### src/rtl/ram_dump_uart.sv
// Reads a programmable range of RAM words and serialises them on a UART 8N1 line,
// either as raw bytes (MSB first) or as uppercase ASCII hex followed by CR/LF.
module ram_dump_uart #(
  parameter int unsigned DATA_W       = 16,
  parameter int unsigned ADDR_W       = 6,
  parameter int unsigned CLKS_PER_BIT = 868,
  parameter int unsigned RAM_LATENCY  = 1
) (
  input  logic              clk,
  input  logic              reset,
  input  logic              start,
  input  logic [ADDR_W-1:0] base_addr,
  input  logic [ADDR_W:0]   word_count,
  input  logic              hex_mode,
  output logic              ram_rd_en,
  output logic [ADDR_W-1:0] ram_addr,
  input  logic [DATA_W-1:0] ram_data,
  output logic              busy,
  output logic              done,
  output logic              uart_tx
);

  localparam int unsigned BIN_BYTES = DATA_W / 8;
  localparam int unsigned HEX_CHARS = DATA_W / 4;
  localparam int unsigned IDX_W     = $clog2(HEX_CHARS + 2);
  localparam int unsigned BAUD_W    = (CLKS_PER_BIT > 1) ? $clog2(CLKS_PER_BIT) : 1;
  localparam int unsigned WAIT_W    = $clog2(RAM_LATENCY + 1);
  localparam int unsigned CNT_W     = ADDR_W + 1;
  localparam int unsigned BIT_W     = 4;

  typedef enum logic [2:0] {
    IDLE,
    READ,
    WAIT,
    LOAD,
    SEND,
    NEXT,
    FIN
  } state_e;

  state_e              state_q, state_d;
  logic [CNT_W-1:0]    remain_q, remain_d;
  logic                hex_q, hex_d;
  logic [DATA_W-1:0]   word_q, word_d;
  logic [7:0]          shift_q, shift_d;
  logic [IDX_W-1:0]    byte_idx_q, byte_idx_d;
  logic [BIT_W-1:0]    bit_idx_q, bit_idx_d;
  logic [BAUD_W-1:0]   baud_q, baud_d;
  logic [WAIT_W-1:0]   wait_q, wait_d;
  logic [ADDR_W-1:0]   ram_addr_q, ram_addr_d;
  logic                rd_en_q, rd_en_d;
  logic                busy_q, busy_d;
  logic                done_q, done_d;
  logic                tx_q, tx_d;
  logic [IDX_W-1:0]    last_idx_c;

  // Byte number idx of a word's transmit sequence in the selected output format.
  function automatic logic [7:0] char_at(input logic [DATA_W-1:0] w,
                                         input logic [IDX_W-1:0]  idx,
                                         input logic              hex);
    logic [DATA_W-1:0] sh;
    logic [3:0]        nib;
    sh      = '0;
    nib     = '0;
    char_at = 8'h00;
    if (!hex) begin
      sh      = w >> (DATA_W - 8 - 8 * int'(idx));
      char_at = sh[7:0];
    end else if (int'(idx) < int'(HEX_CHARS)) begin
      sh      = w >> (DATA_W - 4 - 4 * int'(idx));
      nib     = sh[3:0];
      char_at = (nib < 4'd10) ? (8'h30 + {4'h0, nib}) : (8'h37 + {4'h0, nib});
    end else if (int'(idx) == int'(HEX_CHARS)) begin
      char_at = 8'h0D;
    end else begin
      char_at = 8'h0A;
    end
  endfunction

  assign last_idx_c = hex_q ? IDX_W'(HEX_CHARS + 1) : IDX_W'(BIN_BYTES - 1);

  always_comb begin
    state_d    = state_q;
    remain_d   = remain_q;
    hex_d      = hex_q;
    word_d     = word_q;
    shift_d    = shift_q;
    byte_idx_d = byte_idx_q;
    bit_idx_d  = bit_idx_q;
    baud_d     = baud_q;
    wait_d     = wait_q;
    ram_addr_d = ram_addr_q;
    tx_d       = 1'b1;

    case (state_q)
      IDLE: begin
        if (start) begin
          hex_d    = hex_mode;
          remain_d = word_count;
          if (word_count == '0) begin
            state_d = FIN;
          end else begin
            state_d    = READ;
            ram_addr_d = base_addr;
          end
        end
      end
      READ: begin
        wait_d  = '0;
        state_d = WAIT;
      end
      WAIT: begin
        if (wait_q == WAIT_W'(RAM_LATENCY - 1)) begin
          state_d = LOAD;
        end else begin
          wait_d = wait_q + WAIT_W'(1);
        end
      end
      // First byte comes straight from the RAM bus so the start bit begins next cycle.
      LOAD: begin
        word_d     = ram_data;
        shift_d    = char_at(ram_data, '0, hex_q);
        byte_idx_d = '0;
        bit_idx_d  = '0;
        baud_d     = '0;
        tx_d       = 1'b0;
        state_d    = SEND;
      end
      SEND: begin
        tx_d = tx_q;
        if (baud_q == BAUD_W'(CLKS_PER_BIT - 1)) begin
          baud_d = '0;
          if (bit_idx_q == BIT_W'(9)) begin
            if (byte_idx_q == last_idx_c) begin
              tx_d    = 1'b1;
              state_d = NEXT;
            end else begin
              byte_idx_d = byte_idx_q + IDX_W'(1);
              shift_d    = char_at(word_q, byte_idx_q + IDX_W'(1), hex_q);
              bit_idx_d  = '0;
              tx_d       = 1'b0;
            end
          end else begin
            bit_idx_d = bit_idx_q + BIT_W'(1);
            tx_d      = (bit_idx_q == BIT_W'(8)) ? 1'b1 : shift_q[bit_idx_q[2:0]];
          end
        end else begin
          baud_d = baud_q + BAUD_W'(1);
        end
      end
      NEXT: begin
        remain_d = remain_q - CNT_W'(1);
        if (remain_q == CNT_W'(1)) begin
          state_d = FIN;
        end else begin
          state_d    = READ;
          ram_addr_d = ram_addr_q + ADDR_W'(1);
        end
      end
      FIN: begin
        state_d = IDLE;
      end
      default: begin
        state_d = IDLE;
      end
    endcase

    rd_en_d = (state_d == READ);
    busy_d  = (state_d != IDLE) && (state_d != FIN);
    done_d  = (state_d == FIN);
  end

  always_ff @(posedge clk or negedge reset) begin
    if (!reset) begin
      state_q    <= IDLE;
      remain_q   <= '0;
      hex_q      <= 1'b0;
      word_q     <= '0;
      shift_q    <= '0;
      byte_idx_q <= '0;
      bit_idx_q  <= '0;
      baud_q     <= '0;
      wait_q     <= '0;
      ram_addr_q <= '0;
      rd_en_q    <= 1'b0;
      busy_q     <= 1'b0;
      done_q     <= 1'b0;
      tx_q       <= 1'b1;
    end else begin
      state_q    <= state_d;
      remain_q   <= remain_d;
      hex_q      <= hex_d;
      word_q     <= word_d;
      shift_q    <= shift_d;
      byte_idx_q <= byte_idx_d;
      bit_idx_q  <= bit_idx_d;
      baud_q     <= baud_d;
      wait_q     <= wait_d;
      ram_addr_q <= ram_addr_d;
      rd_en_q    <= rd_en_d;
      busy_q     <= busy_d;
      done_q     <= done_d;
      tx_q       <= tx_d;
    end
  end

  assign ram_rd_en = rd_en_q;
  assign ram_addr  = ram_addr_q;
  assign busy      = busy_q;
  assign done      = done_q;
  assign uart_tx   = tx_q;

endmodule

### config.mk
export PLATFORM = sky130hd
export DESIGN_NAME = ram_dump_uart
export DESIGN_NICKNAME = d
export VERILOG_FILES = /design/src/rtl/ram_dump_uart.sv
export SDC_FILE = /design/constraint.sdc
export NUM_CORES = 1
export LEC_CHECK = 0
export CAP_MARGIN = 5
export CORE_MARGIN = 8
export CORE_UTILIZATION = 51
export DETAILED_ROUTE_END_ITERATION = 16
export PLACE_DENSITY = 0.85
export SLEW_MARGIN = 5
export SYNTH_ARGS = -nofsm -noshare
export SYNTH_HDL_FRONTEND = slang
export SYNTH_SLANG_ARGS = --single-unit
### constraint.sdc
create_clock -name clk -period 2.3 [get_ports clk]
set_clock_uncertainty 0.1 [all_clocks]
set_input_delay 0.345 -clock clk [delete_from_list [all_inputs] [get_ports clk]]
set_output_delay 0.345 -clock clk [all_outputs]
set_load 0.01 [all_outputs]
[Word-level counts from Yosys, hierarchy flattened]
Cells that the tools add are included.
Cells by class
  add/sub/neg operators: 12
  multiply operators: 0
  divide/modulo/power cells: 0
  order comparisons: 4
  equality and inequality tests: 21
  shift-type cells: 2
  multiplexer cells: 44
  bitwise logic cells: 0
  reductions and logical operators: 12
Operators with widths (number)
  $mux 8: 5
  $mux 3: 12
  $shr 16x32->4: 1
  $shr 16x32->8: 1
  $add 6x4->7 const A: 4
  $mux 7: 4
  $pmux 10 s2: 1
  $mux 6: 3
  $pmux 3 s6: 1
  $pmux 8 s2: 1
  $pmux 7 s2: 1
  $eq 3x3->1 const B: 4
  $mux 4: 3
  $ne 2x2->1 const B: 6
  $pmux 6 s2: 1
  $add 10x1->10 const B: 1
  $eq 10x10->1 const B: 1
  $mux 10: 1
  $eq 4x4->1 const B: 2
  $lt 4x4->1 const B: 2
  $pmux 4 s2: 1
  $reduce_and 4->1: 2
  $eq 7x1->1 const B: 1
  $logic_not 7->1: 1
  23 further kinds: 35
Word-level totals
  flip-flop bits (word level): 63
  latch bits: 0
  bits in writable memories: 0
  ROM bits: 0
  input bits: 33
  output and inout port bits: 10
  word-level logic and storage cells: 109
  memories kept: 0

[Logic depth before layout (Yosys ltp)]
Gate-level depths: netlist of run 1.
  word-level depth: 11
  gate-level depth with buffers: 11
  mapped depth without buffers: 10

[Worst setup path before layout of run 1]
No wires, ideal clock.
  kind: flip-flop to flip-flop
  start: register byte_idx_q[0]
  end: register shift_q[1]
  setup time: 0.092 ns
  arrival: 2.352 ns
  required time: 2.108 ns
  setup slack: -0.243 ns
  stages on the path, launching flop included: 9
  path buffers: 1
  period minus slack after synthesis: 2.543 ns
  path through: dfrtp_1 ha_1 clkbuf_1 mux4_2 nand2_1 ha_1 o41ai_1 a31oi_1 o31ai_2
Between the ends
  longest elaborated chain between the ends: 11
  elaborated cells on any way between the ends: 21
  those cells by class: add/sub: 5; order compare: 2; eq/ne: 3; shift: 2; mux: 8; reduce/logical: 1
RTL lines
  start: declaration: line 46  | logic [IDX_W-1:0] byte_idx_q, byte_idx_d;
  start signal: assignment: line 195  | byte_idx_q <= byte_idx_d;
  $add 3x1->3: line 139  | shift_d = char_at(word_q, byte_idx_q + IDX_W'(1), hex_q);
  $sub 4x5->6: line 70  | sh = w >> (DATA_W - 4 - 4 * int'(idx));
  $shr 16x32->4: line 70
  $add 6x4->7 / $lt 4x4->1 (equally long branches): line 72  | char_at = (nib < 4'd10) ? (8'h30 + {4'h0, nib}) : (8'h37 + {4'h0, nib});
  $mux 7: line 72
  $mux 7: line 69  | end else if (int'(idx) < int'(HEX_CHARS)) begin
  $mux 8: line 66  | if (!hex) begin
  $mux 8: line 134  | if (byte_idx_q == last_idx_c) begin
  $mux 8: line 133  | if (bit_idx_q == BIT_W'(9)) begin
  $mux 8: line 131  | if (baud_q == BAUD_W'(CLKS_PER_BIT - 1)) begin
  $pmux 8 s2: line 95  | case (state_q)
  end signal: assignment: line 194  | shift_q <= shift_d;
  end: declaration: line 45  | logic [7:0] shift_q, shift_d;
Parallel ways exist; a longest one is shown, timed or not. The select of a mux whose other input is x is not followed.
A chain may end at the register's enable or synchronous reset.

[Worst setup path after layout of run 1]
Ends and elaborated chain as after synthesis.

==> impl_results.md, run 1 <==
* CP max FO at 5
* Layout cells sized above 1 at 18.2%
* Number of antenna cells inserted at 0
* Crit start category: flop
* IO Count at 43
* Total iterations of the first detailed-routing run at 4
* Compound-cell area share of the yosys netlist at 20.7%
* Post-synthesis cell type count at 57
* Relative slew slack at 61.3%
* Setup crit start: byte_idx_q[0]
* Fin nets at 496
* Antenna violations before repair at 0
* Commonest non-fill, non-tap cell in the layout: dfrtp_1
* Vias per inst at 5.93
* Row Count at 31
* Leak Pwr at 1.94 nW
* Max-Cap Viols at 0
* Comb power frac at 44.0%
* Most used DFF post-synth: dfrtp_1
* Syn Area/Cell at 9.55 µm²
* Synth Area in Adders at 3.69%
* Multi-input logic area at 2040 µm²
* RR Startpoint: byte_idx_q[0]
* Dpl hpwl at 6.79 mm
* Post-synth EDFFs at 0
* Unrepaired setup endpoints after global routing: true
* DRC Markers at 0
* Non-filler cells in the finished layout at 556
* Most frequent cells in the layout: dfrtp_1, nand2_1, clkdlybuf4s50_1
* Pwr Density at 1080 nW/µm²
* CP Data Required Time at 2410 ps
* GRT overflow at 0
* CTS Buf Count at 9
* Layout area overhead at 24.9%
* Post-Syn Instances at 390
* Pin count of the biggest net entering global routing at 40
* First-pass GRT wire length at 15.0 mm
* Switch share at 37.4%
* Setup_tns at 0 ps
* Avg WL per Cell at 16.2 µm
* Final setup viols at 0
* Initial DRC count at 160
* Final GP Congestion at 0.939
* Post-Synth XOR/XNOR Area at 2.12%
* Clock sink count at 62
* Post-synthesis sequential element count at 62
* Clk root buf: clkbuf_8
* Overall global routing resource usage at 18.3%
* Syn Std Cell Area at 3720 µm²
* Mux contribution to synthesized area at 11.1%
* Core area at 7180 µm²
* Final Hold Fails at 0
* Max-slew violations at 0
* Die area at 10300 µm²
* Int Pwr at 3.15 mW
* H-tree levels at 3
* Clock power share at 19.4%
* Via count at 3295
* CTS tree: built
* DRT antenna net count at 0
* Die H at 101 µm
* Register area share after synthesis at 41.7%
* Psw at 1.88 mW
* Post-synth net total at 434
* Clock buffer depth at 2
* Crit. End Element: flop
* Vias in the first global route at 3241
* Slew of the pin with the lowest slew margin at 580 ps
* Tmin final at 2240 ps
* HP Class: reg -> reg
* Worst-skew pair later-pin latency at 340 ps
* Crit Path Category: reg -> reg
* Final Core Density at 64.8%
* Crit share post-route at 97.2%
* Final WL at 9.03 mm
* Outcome: completed
* Peak supply drop at 0.590 mV
* Horiz. Die Dim at 101 µm
* # placed instances at 539
* Clock transition at path regs at 70 ps
* PortBufs at 42
* Arr. time, crit path at 2350 ps
* Sequential standard cell area at 1550 µm²
* Starting Density at 51.9%
* Post-Synth Simple-Gate Area at 16.4%
* Flop pwr share at 36.6%
* Syn. warnings at 0
* Largest family of logic cells by synthesized area: compound AO/OA/AOI/OAI gates
* Asr flop ratio synth at 100%
* Number of fill cells at 561
* Hold_sp: shift_q[6]
* Max Freq at 0.447 GHz
[logic make-up after synthesis]
family | count (synthesis)
and+or+nand+nor | 124
AOI/OAI and AO/OA | 115
DFF | 62
buffers and inverters | 37
muxes | 32
adders and majority gates | 11
xor gates and xnor gates | 9
[final cells by class]
class	instances	share of cell area [%]
Sequential cell	62	33.4
Timing Repair Buffer	72	14.4
Tap cell	99	2.66
Clock buffer	13	3.42
Clock inverter	3	0.914
Multi-Input combinational cell	291	43.9
Inverter	16	1.29
[timing repair]
action	4_1_cts	5_1_grt
gates resized for setup	0	3
hold buffers	1	0
setup endpoints to repair	0	3
buffers inserted	0	0
hold endpoints to repair	22	0
[cell usage after synthesis (3+ instances only)]
| library cell | n | area share, % |
|---|---|---|
| xnor2_1 | 6 | 1.4 |
| buf_1 | 3 | 0.30 |
| inv_1 | 16 | 1.6 |
| xor2_1 | 3 | 0.71 |
| o21bai_1 | 3 | 0.60 |
| nand2_1 | 47 | 4.7 |
| nand3b_1 | 4 | 0.81 |
| nand2b_1 | 3 | 0.50 |
| mux2_2 | 15 | 4.5 |
| clkbuf_1 | 11 | 1.1 |
| a31oi_1 | 5 | 0.84 |
| o21ai_0 | 37 | 5.0 |
| o211ai_1 | 4 | 0.81 |
| o221a_2 | 3 | 0.91 |
| nor2_1 | 17 | 1.7 |
| nand3_1 | 16 | 2.1 |
| nand4_1 | 5 | 0.84 |
| mux2i_1 | 11 | 3.0 |
| nor2b_1 | 4 | 0.67 |
| dfrtp_1 | 61 | 41 |
| a211oi_1 | 3 | 0.60 |
| o31ai_2 | 3 | 1.0 |
| mux4_2 | 6 | 3.6 |
| nor4_1 | 4 | 0.67 |
| and2_1 | 3 | 0.50 |
| ha_1 | 11 | 3.7 |
| a21oi_1 | 27 | 3.6 |
| buf_2 | 5 | 0.67 |
| o31ai_1 | 4 | 0.81 |
| a22o_1 | 4 | 0.94 |
| nor3_1 | 8 | 1.1 |
| o22ai_1 | 5 | 0.84 |
[sequential cells by signal (all words and copies together), names as in the netlist, 3 cells and up]
register    cells
word_q         16
baud_q         10
shift_q         8
remain_q        7
ram_addr        6
bit_idx_q       4
byte_idx_q      3
state_q         3
[path summary, 6_finish.rpt]
check                                end  slack, ps  cells after the start
setup reg to reg              shift_q[1]         60                      7
min in group asynchronous      word_q[4]        440                      2
setup / recovery              shift_q[1]         60                      7
max in group asynchronous  byte_idx_q[0]       1050                      3
hold reg to reg               shift_q[6]        400                      2
hold / removal                shift_q[6]        400                      2
[stage by stage]
step / area (µm²) / hold slack (ps) / power [mW] / setup WS (ps)
final: 4650 / 396 / 5.03 / 64.9
after CTS: 4640 / 393 / 5.03 / 12.5
after global placement: 4430 / 271 / 3.95 / -25.3
after floorplan: 3760 / -50.6 / 3.28 / 26.1
after global routing: 4650 / 427 / 5.37 / -17.3
after detailed placement: 4430 / 283 / 4.04 / -94.8
[metal layers]
metal	vias to the layer above	share of wire, %	global-route usage (%)
li1	1568	-	-
met1	1619	43	23.2
met2	94	51	30.4
met3	14	4.1	2.47
met4	0	1.8	7.79
met5	-	0	0
[power by group through the flow]
stage | Sequential (mW) | Clock (mW) | Combinational, mW
5_1_grt | 1.89 | 1.04 | 2.44
3_5_place_dp | 1.85 | 0 | 2.19
2_1_floorplan | 1.79 | 0 | 1.49
4_1_cts | 1.84 | 0.991 | 2.20
3_3_place_gp | 1.82 | 0 | 2.13
6_report | 1.84 | 0.975 | 2.21
[worst max-delay path: stages (launching register included)]
cell and delay, ps:
dfrtp_2 460, ha_4 320, mux4_2 530, nor2_1 170, buf_4 140, o41ai_2 60, a31oi_1 230, o31ai_2 110
(Power assumes the default switching activity.)
==> inputs of run 2 (changes only) <==
- CORE_UTILIZATION: 51 -> 50
- PLACE_DENSITY: 0.85 -> 0.8
- clock period: 2.3 -> 2.22 ns (I/O delays scaled with it)
==> impl_results.md, run 2 (synthesis gave the netlist of run 1 again) <==
* Row Count at 31
* Starting Density at 51.4%
* Outcome: finished, violations left
* Crit share post-route at 101%
* CP max-delay cell: mux4_2
* Clock power share at 16.6%
* IO Count at 43
* Unrepaired setup endpoints after global routing: true
* Failing checks: setup timing
* First-pass GRT wire length at 15.2 mm
* Final setup viols at 2
* Final Hold Fails at 0
* Placed cell area at 4440 µm²
* CP max FO at 6
* Worst path max stage delay at 600 ps
* Final Core Density at 65.3%
* CP Data Required Time at 2330 ps
* Largest registers: word_q x16, baud_q x10, shift_q x8
* Crit. End Element: flop
* Max-Cap Viols at 0
* DRC Markers at 0
* Final GP Congestion at 0.891
* Avg WL per Cell at 15.7 µm
* Flop-to-flop setup slack at -30 ps
* PortBufs at 42
* Core area at 7250 µm²
* Post-route cell area at 4740 µm²
* Vias in the first global route at 3180
* Relative slew slack at 63.1%
* Slew of the pin with the lowest slew margin at 553 ps
* Flop pwr share at 37.1%
* Layout area overhead at 27.2%
* Clock sink count at 62
* Max Freq at 0.445 GHz
* Int Pwr at 3.18 mW
* Total iterations of the first detailed-routing run at 4
* Cells on worst reg2reg path at 7
* Commonest non-fill, non-tap cell in the layout: dfrtp_1
* WHS Path Cells at 2
* Initial DRC count at 204
* Hold_sp: shift_q[7]
* Worst-skew pair later-pin latency at 330 ps
* DRT antenna net count at 0
* Cells along the critical path: ha_4, mux4_2, nor2_4, buf_4, o41ai_2, a31oi_1, o31ai_2
* Tmin final at 2250 ps
* Number of fill cells at 568
* Switch share at 38.1%
* Most frequent cells in the layout: dfrtp_1, nand2_1, buf_4
* Max-slew violations at 0
* Horiz. Die Dim at 102 µm
* Dpl hpwl at 6.49 mm
* Fin nets at 511
* Final WL at 8.93 mm
* HP Class: reg -> reg
* Number of antenna cells inserted at 0
* Comb power frac at 46.3%
* Hold endpoint: shift_q[7]
* Flip-flop count of the largest register after layout at 16
* Pin count of the biggest net entering global routing at 24
* Clk root buf: clkbuf_8
* Leak Pwr at 1.99 nW
* Via count at 3289
* Most flop-heavy register: word_q
* Setup_tns at -28.7 ps
* H-tree levels at 3
* CTS tree: built
* Overall global routing resource usage at 18.0%
* Fin worst setup slack at -25.2 ps
* Psw at 1.96 mW
* Crit Path Category: reg -> reg
* Critical R2R Capture: shift_q[1]
* Die area at 10500 µm²
* Antenna violations before repair at 0
* CTS Buf Count at 9
* RR Startpoint: byte_idx_q[0]
* GRT overflow at 0
* Clock transition at path regs at 60 ps
* Peak supply drop at 0.716 mV
* Layout cells sized above 1 at 21.7%
* Pwr Density at 1080 nW/µm²
* Die H at 102 µm
* Vias per inst at 5.77
* Clock buffer depth at 2
* Arr. time, crit path at 2360 ps
* Crit start category: flop
## run 2: changes by cell type in the layout (fill, tap and decap cells not counted), moves of 2 or more
cell / previous run / this run
buf_4: 27 / 43
buf_12: 2 / 0
o21ai_0: 36 / 34
o21ai_2: 1 / 3
o221ai_1: 2 / 0
o221ai_2: 0 / 2
## run 2: final cells by class
cell class | count | area [µm²] | share of cell area, %
Clock inverter | 1 | 5.00 | 0.106
Tap cell | 99 | 124 | 2.61
Multi-Input combinational cell | 291 | 2070 | 43.7
Clock buffer | 14 | 163 | 3.43
Sequential cell | 62 | 1550 | 32.8
Inverter | 16 | 60.1 | 1.27
Timing Repair Buffer | 87 | 763 | 16.1
## run 2: timing repair
action / 4_1_cts / 5_1_grt
endpoints found under the setup margin: 5 / 8
buffers inserted: 0 / 10
pin swaps: 0 / 6
hold buffers: 1 / 0
hold endpoints to repair: 20 / 0
resized for setup: 2 / 12
## run 2: worst max-delay path: cells and delay by family, from the launching register on
family	cells	cell delay, ps
multiplexers	1	600
flip-flops	1	450
AO/OA/AOI/OAI	3	410
adder cells (fa/ha/maj)	1	320
AND/OR/NAND/NOR	1	150
buffers and inverters	1	120
## run 2: power groups by stage
stage	logic, mW	registers [mW]	clock network, mW
3_3_place_gp	2.20	1.89	0
5_1_grt	2.63	1.96	0.931
3_5_place_dp	2.26	1.91	0
6_report	2.38	1.91	0.854
4_1_cts	2.27	1.89	0.881
2_1_floorplan	1.54	1.85	0
## run 2: worst max path at each step
stage	slack, ps	cells past startpoint	startpoint	endpoint
after global placement	-80	8	word_count[3]	ram_addr[0]
after floorplan	10	8	state_q[1]	shift_q[2]
after CTS	10	9	byte_idx_q[0]	shift_q[4]
final	-30	7	byte_idx_q[0]	shift_q[1]
after global routing	-100	7	byte_idx_q[0]	shift_q[1]
after detailed placement	-100	8	word_count[3]	ram_addr[0]
## run 2: metrics by stage
stage               total power, mW  instances  hold WS (ps)  setup WS (ps)
floorplan                      3.39        390         -62.6           12.3
global placement               4.09        544           207          -83.7
detailed placement             4.17        544           212          -98.1
CTS                            5.05        560           383           9.61
global route                   5.52        570           402          -96.2
finish                         5.14        570           378          -25.2
## run 2: layer usage
metal	vias up	share of wire, %	routed length [µm]	GRT usage (%)
met2	80	48	4310	27.3
met1	1598	46	4150	25.4
li1	1599	-	-	-
met4	0	1.2	111	6.32
met3	12	4.1	362	2.59
met5	-	0	0	0
==> inputs of run 3 (changes only) <==
- CELL_PAD_IN_SITES_DETAIL_PLACEMENT: default -> 1
- CELL_PAD_IN_SITES_GLOBAL_PLACEMENT: default -> 2
- CORE_MARGIN: 8 -> 2
- CORE_UTILIZATION: 50 -> 36
- PLACE_DENSITY: 0.8 -> 0.89
==> impl_results.md, run 3 (synthesis gave the netlist of run 1 again) <==
* Flop pwr share at 35.6%
* Die area at 11200 µm²
* CTS Buf Count at 9
* PortBufs at 42
* Max Freq at 0.441 GHz
* CP Data Required Time at 2380 ps
* Avg WL per Cell at 17.5 µm
* Comb power frac at 47.3%
* Starting Density at 36.6%
* Core area at 10200 µm²
* Placed cell area at 4560 µm²
* Clock sink count at 62
* Layer with the highest usage: met2
* Max-Cap Viols at 0
* Fin worst setup slack at -45.7 ps
* Vias in the first global route at 3550
* Switch share at 40.2%
* CP max FO at 4
* CTS tree: built
* Leak Pwr at 2.00 nW
* GRT overflow at 0
* Dpl hpwl at 7.59 mm
* Flip-flop count of the largest register after layout at 16
* Arr. time, crit path at 2420 ps
* Post-route cell area at 4850 µm²
* Outcome: finished, violations left
* Clk root buf: clkbuf_8
* Crit. End Element: flop
* Layout area overhead at 30.3%
* Final WL at 10.6 mm
* DRT antenna net count at 0
* Int Pwr at 3.22 mW
* Final Core Density at 47.6%
* IO Count at 43
* Grt met2 use at 32.9%
* Overall global routing resource usage at 19.8%
* HP Class: reg -> reg
* Clock transition at path regs at 70 ps
* Largest registers: word_q x16, baud_q x10, shift_q x8
* Commonest non-fill, non-tap cell in the layout: dfrtp_1
* Failing checks: setup timing
* Worst-skew pair later-pin latency at 350 ps
* Slew of the pin with the lowest slew margin at 502 ps
* Pwr Density at 1110 nW/µm²
* Initial DRC count at 148
* Final Hold Fails at 0
* Antenna violations before repair at 0
* Relative slew slack at 66.3%
* Crit Path Category: reg -> reg
* Crit start category: flop
* Most frequent cells in the layout: dfrtp_1, nand2_1, clkdlybuf4s50_1, buf_4, o21ai_0
* Met1 usage at 26.3%
* First-pass GRT wire length at 17.7 mm
* Horiz. Die Dim at 106 µm
* Clock buffer depth at 2
* Crit share post-route at 102%
* Psw at 2.16 mW
* Pin count of the biggest net entering global routing at 63
* Final setup viols at 3
* Layout cells sized above 1 at 23.1%
* Clock power share at 17.1%
* Number of fill cells at 1179
* Vias per inst at 5.55
* Via count at 3375
* Number of antenna cells inserted at 0
* Tmin final at 2270 ps
* Met3 usage at 3.71%
* Total iterations of the first detailed-routing run at 4
* Row Count at 37
* Max-slew violations at 0
* DRC Markers at 0
* Final GP Congestion at 0.817
* Die H at 106 µm
* Fin nets at 511
* Peak supply drop at 0.495 mV
* Unrepaired setup endpoints after global routing: true
* H-tree levels at 3
* Most flop-heavy register: word_q
run 3: timing repair:
action	CTS	global route
endpoints found under the setup margin	6	8
hold buffers	1	0
buffers inserted	0	3
gates resized for setup	5	13
hold endpoints to repair	61	0
pin swaps	1	9
cloned	0	0
run 3: power by group through the flow:
| stage | logic (mW) | clock network (mW) | registers [mW] |
|---|---|---|---|
| 6_report | 2.54 | 0.922 | 1.92 |
| 5_1_grt | 2.82 | 0.992 | 1.98 |
| 4_1_cts | 2.43 | 0.947 | 1.91 |
| 3_5_place_dp | 2.40 | 0 | 1.93 |
| 3_3_place_gp | 2.31 | 0 | 1.90 |
| 2_1_floorplan | 1.54 | 0 | 1.85 |
run 3: final cells by class:
| type | count | area (µm²) | area share [%] |
|---|---|---|---|
| Clock buffer | 11 | 141 | 2.91 |
| Multi-Input combinational cell | 291 | 2120 | 43.6 |
| Sequential cell | 62 | 1550 | 32.0 |
| Tap cell | 136 | 170 | 3.51 |
| Clock inverter | 5 | 35.0 | 0.722 |
| Inverter | 16 | 60.1 | 1.24 |
| Timing Repair Buffer | 87 | 776 | 16.0 |
run 3: through the flow:
| step | worst slack (ps) | total power, mW | hold WS [ps] | setup TNS, ps | std cells |
|---|---|---|---|---|---|
| detailed placement | -152 | 4.33 | 279 | -988 | 589 |
| CTS | 6.48 | 5.29 | 397 | 0 | 606 |
| floorplan | 12.3 | 3.39 | -62.6 | 0 | 390 |
| finish | -45.7 | 5.38 | 390 | -79.4 | 608 |
| global route | -133 | 5.79 | 429 | -500 | 608 |
| global placement | -113 | 4.22 | 266 | -717 | 589 |
run 3: path summary, 6_finish.rpt:
| kind | from | endpoint | slack, ps | cells past startpoint |
|---|---|---|---|---|
| max | byte_idx_q[0] | shift_q[3] | -50 | 6 |
| min | shift_q[3] | shift_q[3] | 390 | 2 |
| max reg2reg | byte_idx_q[0] | shift_q[3] | -50 | 6 |
| min reg2reg | shift_q[3] | shift_q[3] | 390 | 2 |
| max in group asynchronous | reset | uart_tx | 1260 | 3 |
| min in group asynchronous | reset | word_q[1] | 410 | 3 |
run 3: worst max-delay path: stages (launching register included):
cell and delay, ps:
dfrtp_2 450, ha_4 310, mux4_2 570, nor2_4 140, a21oi_2 70, o221a_2 300, o31ai_2 240
run 3: routing by layer:
metal  part of all wire, %  vias to the layer above  wire length (µm)
li1                      -                     1598                 -
met1                    47                     1717              4990
met2                    49                       51              5200
met3                   2.8                        9               297
met4                   1.2                        0               124
met5                     0                        -                 0
